### config.mk
export PLATFORM = sky130hd
export DESIGN_NAME = count_chk_sat_cnt
export DESIGN_NICKNAME = d
export VERILOG_FILES = /design/src/rtl/count_chk_sat_cnt.sv
export SDC_FILE = /design/constraint.sdc
export NUM_CORES = 1
export LEC_CHECK = 0
export BUFFER_PORTS_ARGS = -buffer_cell sky130_fd_sc_hd__buf_4
export CORE_UTILIZATION = 30
export DETAILED_ROUTE_END_ITERATION = 8
export HOLD_SLACK_MARGIN = 0.05
export SLEW_MARGIN = 20
export SYNTH_ARGS = -nofsm -noshare
export SYNTH_HDL_FRONTEND = slang
export SYNTH_SLANG_ARGS = --single-unit
export TNS_END_PERCENT = 20
### constraint.sdc
create_clock -name clk -period 1.15 [get_ports clk]
set_input_delay 0.23 -clock clk [delete_from_list [all_inputs] [get_ports clk]]
set_output_delay 0.23 -clock clk [all_outputs]
set_load 0.01 [all_outputs]
### src/rtl/count_chk_sat_cnt.sv
// Saturating up-counter with synchronous clear; clear and increment on the
// same edge restart the count at one.
module count_chk_sat_cnt #(
  parameter int unsigned W = 8
) (
  input  logic         clk,
  input  logic         reset,
  input  logic         inc,
  input  logic         clr,
  output logic [W-1:0] count
);

  localparam logic [W-1:0] CNT_MAX = '1;

  logic [W-1:0] count_q;
  logic [W-1:0] count_d;

  // Next count: clear dominates, increment stops at all-ones.
  always_comb begin
    count_d = count_q;
    if (clr) begin
      count_d = inc ? W'(1) : '0;
    end else if (inc && (count_q != CNT_MAX)) begin
      count_d = count_q + W'(1);
    end
  end

  // Counter register.
  always_ff @(posedge clk) begin
    if (reset) begin
      count_q <= '0;
    end else begin
      count_q <= count_d;
    end
  end

  assign count = count_q;

endmodule

==> results of run 1 <==
==> layout by cell type, fill, tap and decap left out, types with 2 or more instances in the layout <==
cell type  count
dfxtp_2        5
nor2_1         2
a31oi_1        3
nand4_1        3
buf_4         25
mux2i_1        3
dfxtp_1        2
clkbuf_4       3
inv_1          4
o21ai_0        2
a21oi_1        4
nand2_1        5
==> logic make-up after synthesis <==
| group | Yosys count | synth area share, % |
|---|---|---|
| AO/OA/AOI/OAI | 15 | 22.3 |
| multiplexers | 3 | 6.76 |
| adder cells (fa/ha/maj) | 1 | 2.82 |
| AND/OR/NAND/NOR | 21 | 27.1 |
| buffers and inverters | 5 | 5.07 |
| flip-flops | 8 | 36.1 |
==> worst paths after layout <==
check                start       end  slack, ns  cells past startpoint
hold reg to reg   count[3]  count[3]       0.56                      2
setup / recovery  count[0]  count[2]       0.02                      5
setup reg to reg  count[0]  count[2]       0.02                      5
hold / removal       reset  count[0]       0.14                      2
==> per-layer routing <==
metal,up-vias,routed length [microns],global-route usage (%)
met4,0,13,10.0
li1,262,-,-
met5,-,0,0
met3,2,57,5.00
met2,16,619,32.9
met1,255,597,23.1
==> power by group through the flow <==
stage               logic (mW)  clock network, mW  registers, mW
finish                  0.0631              0.232          0.287
global route            0.0693              0.251          0.288
CTS                     0.0625              0.238          0.287
detailed placement      0.0589                  0          0.295
global placement        0.0602                  0          0.294
floorplan               0.0232                  0          0.296
==> cell type report <==
type | instances | area share (%)
Clock buffer | 3 | 3.13
Inverter | 4 | 2.09
Multi-Input combinational cell | 40 | 42.4
Sequential cell | 8 | 23.7
Tap cell | 15 | 2.61
Timing Repair Buffer | 25 | 26.1
==> what timing repair did <==
action / in CTS / in global routing
setup buffers: 0 / 0
pin swaps: 4 / 3
resized for setup: 7 / 2
setup endpoints to repair: 5 / 6
==> metrics by stage <==
stage | util [%] | setup slack [ns] | instances | area (sq um) | setup TNS [ns]
after CTS | 53.2 | 0.00779 | 95 | 709 | 0
after global routing | 53.9 | -0.0388 | 95 | 719 | -0.116
after global placement | 49.6 | -0.0432 | 92 | 662 | -0.0840
after floorplan | - | -0.0254 | 53 | 463 | -0.0361
after detailed placement | 49.6 | -0.0843 | 92 | 662 | -0.193
final | 53.9 | 0.0247 | 95 | 719 | 0
==> impl_metrics.toml, run 1 <==
[status]
status = "complete, no violations"

[grt]
gr-total-overflow = 0
grt_pass1_wl_microns = 2100
antenna_found_initial = 0
grt_use_total_pct = 19.8
first_global_vias = 505
grt_max_degree = 9

[cts]
cts_buffers = 3
cts_tree = "done"
clock-root-buffer = "clkbuf_4"
clock-sinks = 8
hold_buffers = 0
clk_pin_slew_ns = 0.06
cts_buffer_depth = 2
cts_htree_levels = 1
insertion_delay_ns = 0.26

[power_and_ir_drop]
finalPower_uw = 582
pwr-share-comb_pct = 10.8
power_switching_share_pct = 25.1
powerDensity_nw_per_um2 = 809
seqPwrFrac_pct = 49.4
leakage_nw = 0.310
p_sw_uw = 146
p_int_uw = 436
peakVddDrop_v = 0.000421
clkPwrFrac_pct = 39.8

[die]
coreArea_sq_um = 1330
pin_count = 12
fp.dieH_microns = 40.5
num_rows = 13
start_util_pct = 33.3
die_area_sq_um = 1640
die_width_microns = 40.5

[synth]
syn_avg_cell_area_sq_um = 8.38
synth_ff_type = "dfxtp_1"
synth_top_area_share_pct = 36.1
synth.most_common_cell = "dfxtp_1"
ys_seq_area_share_pct = 36.1
synth_common_cells = "dfxtp_1, nand2_1, a21oi_1, a31oi_1, inv_1"
netlist_area_sq_um = 444
synthCells = 53
yosys.cell_types.count = 25
syn_nets = 58
synth_area_leaders = "dfxtp_1, mux2i_1, a31oi_1"
ys_warn_count = 0
synth_top_area_cell = "dfxtp_1"
synth_edf_count = 0
ys_seq_elements = 8
ys_async_sr_fraction_pct = 0

[timing]
max_slew_margin_pct = 83.7
setup_viol = 0
max_slew.worst_pin.slew_ns = 0.240
finClkSkew_ns = 0.00569
fin_hold_ws_ns = 0.144
min_period_over_period_pct = 97.9
rsz0062_at_grt = "true"
fin_crit_ns = 1.13
fmax_mhz = 889
maxSlewViolCount = 0
hold_violations = 0

[routing]
vias_per_cell = 5.63
routedWlPerCell_microns = 13.6
firstDrtPassIters = 4
via_count = 535
initialDrtViolationCount = 23
routed_wl_microns = 1290
drc = 0
ant_nets = 0

[placement]
gp_congestion = 0.851
hpwl_microns = 924
io_buffers = 11

[finish]
layout.area.seq_sq_um = 170
diodes = 0
drive_gt1_share_pct = 53.8
multiInputGateArea_sq_um = 305
largest_reg_flops = 8
fillers = 119
areaGrowthSynthToFinish_pct = 62.0
final_nets = 87

[hold_path]
hp-class = "input port to flop"

[critical_path]
slowest_stage = "dfxtp_4"
worst_setup_path_start_kind = "flop"
cp.arrival_ns = 1.28
worstPathMaxFanout = 7
critPathBufInv = 1
crit_family = "flip-flops"
endpoint_kind = "flop"
cp.required_ns = 1.31
critical_path.max_stage_delay_ns = 0.36
cp_cell_sequence = "ha_4 -> nand3_2 -> buf_4 -> a21oi_1 -> nor4_1"
criticalPathCategory = "flop to flop"

[flow_run]
max-cap-violations = 0
No activity file was read; power rests on OpenSTA's default activity.
==> run 2: changes to the inputs <==
==> constraint.sdc (replaced) <==
create_clock -name clk -period 1.26 [get_ports clk]
set_input_delay 0.252 -clock clk [delete_from_list [all_inputs] [get_ports clk]]
set_output_delay 0.252 -clock clk [all_outputs]
set_load 0.01 [all_outputs]
==> impl_metrics.toml, run 2 (synthesis gave the netlist of run 1 again) <==
[placement]
gp_congestion = 0.825
place_ws_ns = -0.0157
io_buffers = 11
dp_cells = 91
hpwl_microns = 881

[timing]
maxSlewViolCount = 0
rsz0062_at_grt = "true"
fin_hold_ws_ns = 0.184
hold_violations = 0
fmax_mhz = 809
setup_viol = 0
max_slew.worst_pin.slew_ns = 0.264
fin_crit_ns = 1.24
min_period_over_period_pct = 98.1
setup_ws_ns = 0.0240
finClkSkew_ns = 0.00182
max_slew_margin_pct = 82.3

[hold_path]
hp-class = "input port to flop"
hold_path_startpoint = "clr"
hold_path_depth = 2
whs_endpoint = "count[5]"

[grt]
antenna_found_initial = 0
first_global_vias = 425
gr-total-overflow = 0
grt_pass1_wl_microns = 1870
grt_use_total_pct = 18.8
grt_max_degree = 9

[cts]
cts_buffers = 3
clock-root-buffer = "clkbuf_4"
postCtsSetupBuffers = 0
cts_tree = "done"
clk_pin_slew_ns = 0.06
cts_buffer_depth = 2
cts_htree_levels = 1
clock-sinks = 8
insertion_delay_ns = 0.26

[routing]
firstDrtPassIters = 2
ant_nets = 0
via_count = 489
initialDrtViolationCount = 3
routed_wl_microns = 1220
drc = 0
routedWlPerCell_microns = 13.0
vias_per_cell = 5.20

[finish]
diodes = 0
final_common_cell = "buf_4"
areaGrowthSynthToFinish_pct = 55.5
drive_gt1_share_pct = 41.8
final_nets = 86
layout.cells.non_filler = 94
fillers = 130
largest_reg_flops = 8
fin_util_pct = 51.8
final_cell_mix = "buf_4, dfxtp_1, nand2_1"

[critical_path]
critPathBufInv = 0
cp.arrival_ns = 1.39
crit_family = "flip-flops"
rrSetupSlack_ns = 0.02
criticalPathCategory = "flop to flop"
reg2reg_depth = 4
worst_setup_path_start_kind = "flop"
endpoint_kind = "flop"
worstPathMaxFanout = 6
r2r_start = "count[0]"
cp.required_ns = 1.41
slowest_stage = "dfxtp_1"
reg2reg_to = "count[6]"
critical_path.max_stage_delay_ns = 0.40
cp_cell_sequence = "ha_4 -> nand3_1 -> o41ai_2 -> nor2_1"

[die]
fp.dieH_microns = 40.5
num_rows = 13
start_util_pct = 33.3
pin_count = 12
die_area_sq_um = 1640
die_width_microns = 40.5
coreArea_sq_um = 1330

[status]
status = "complete, no violations"

[power_and_ir_drop]
leakage_nw = 0.302
peakVddDrop_v = 0.000401
powerDensity_nw_per_um2 = 763

[flow_run]
max-cap-violations = 0
-- run 2: worst max path at each step --
stage | start | to | slack, ns | cells past startpoint
2_1_floorplan | count[0] | count[6] | 0.02 | 4
3_3_place_gp | count[0] | count[6] | -0.008 | 4
3_5_place_dp | count[0] | count[6] | -0.02 | 4
4_1_cts | count[0] | count[6] | 0.01 | 4
5_1_grt | count[0] | count[0] | -0.03 | 4
6_report | count[0] | count[6] | 0.02 | 4
-- run 2: area by class of cell --
type	instances	area (sq um)	share of cell area (%)
clock buffer	3	22.5	3.26
inverter	4	15.0	2.17
multi-input combinational	40	294	42.6
sequential	8	160	23.2
tap	15	18.8	2.72
timing repair buffer	24	180	26.1
-- run 2: power breakdown --
group | internal (mW) | total, mW | switching (mW)
Sequential | 0.257 | 0.262 | 0.00486
Combinational | 0.0310 | 0.0570 | 0.0260
Clock | 0.110 | 0.209 | 0.0988
Total | 0.398 | 0.527 | 0.130
-- run 2: per-stage QoR --
step           cell area, sq um  setup TNS, ns  power (mW)
4_1_cts                     668              0       0.532
3_3_place_gp                638       -0.00782       0.320
2_1_floorplan               447              0       0.288
5_1_grt                     691        -0.0728       0.562
6_report                    691              0       0.527
3_5_place_dp                638        -0.0157       0.320
-- run 2: metal layers --
metal,up-vias,track usage (%),wire (microns)
met3,4,5.00,37
met4,0,18.3,37
met5,-,0,0
met2,9,25.0,557
li1,259,-,-
met1,217,23.4,587
-- run 2: timing repair --
action,CTS,global route
hold buffers,0,0
gates resized for setup,2,3
setup endpoints to repair,1,5
pin swaps,0,1
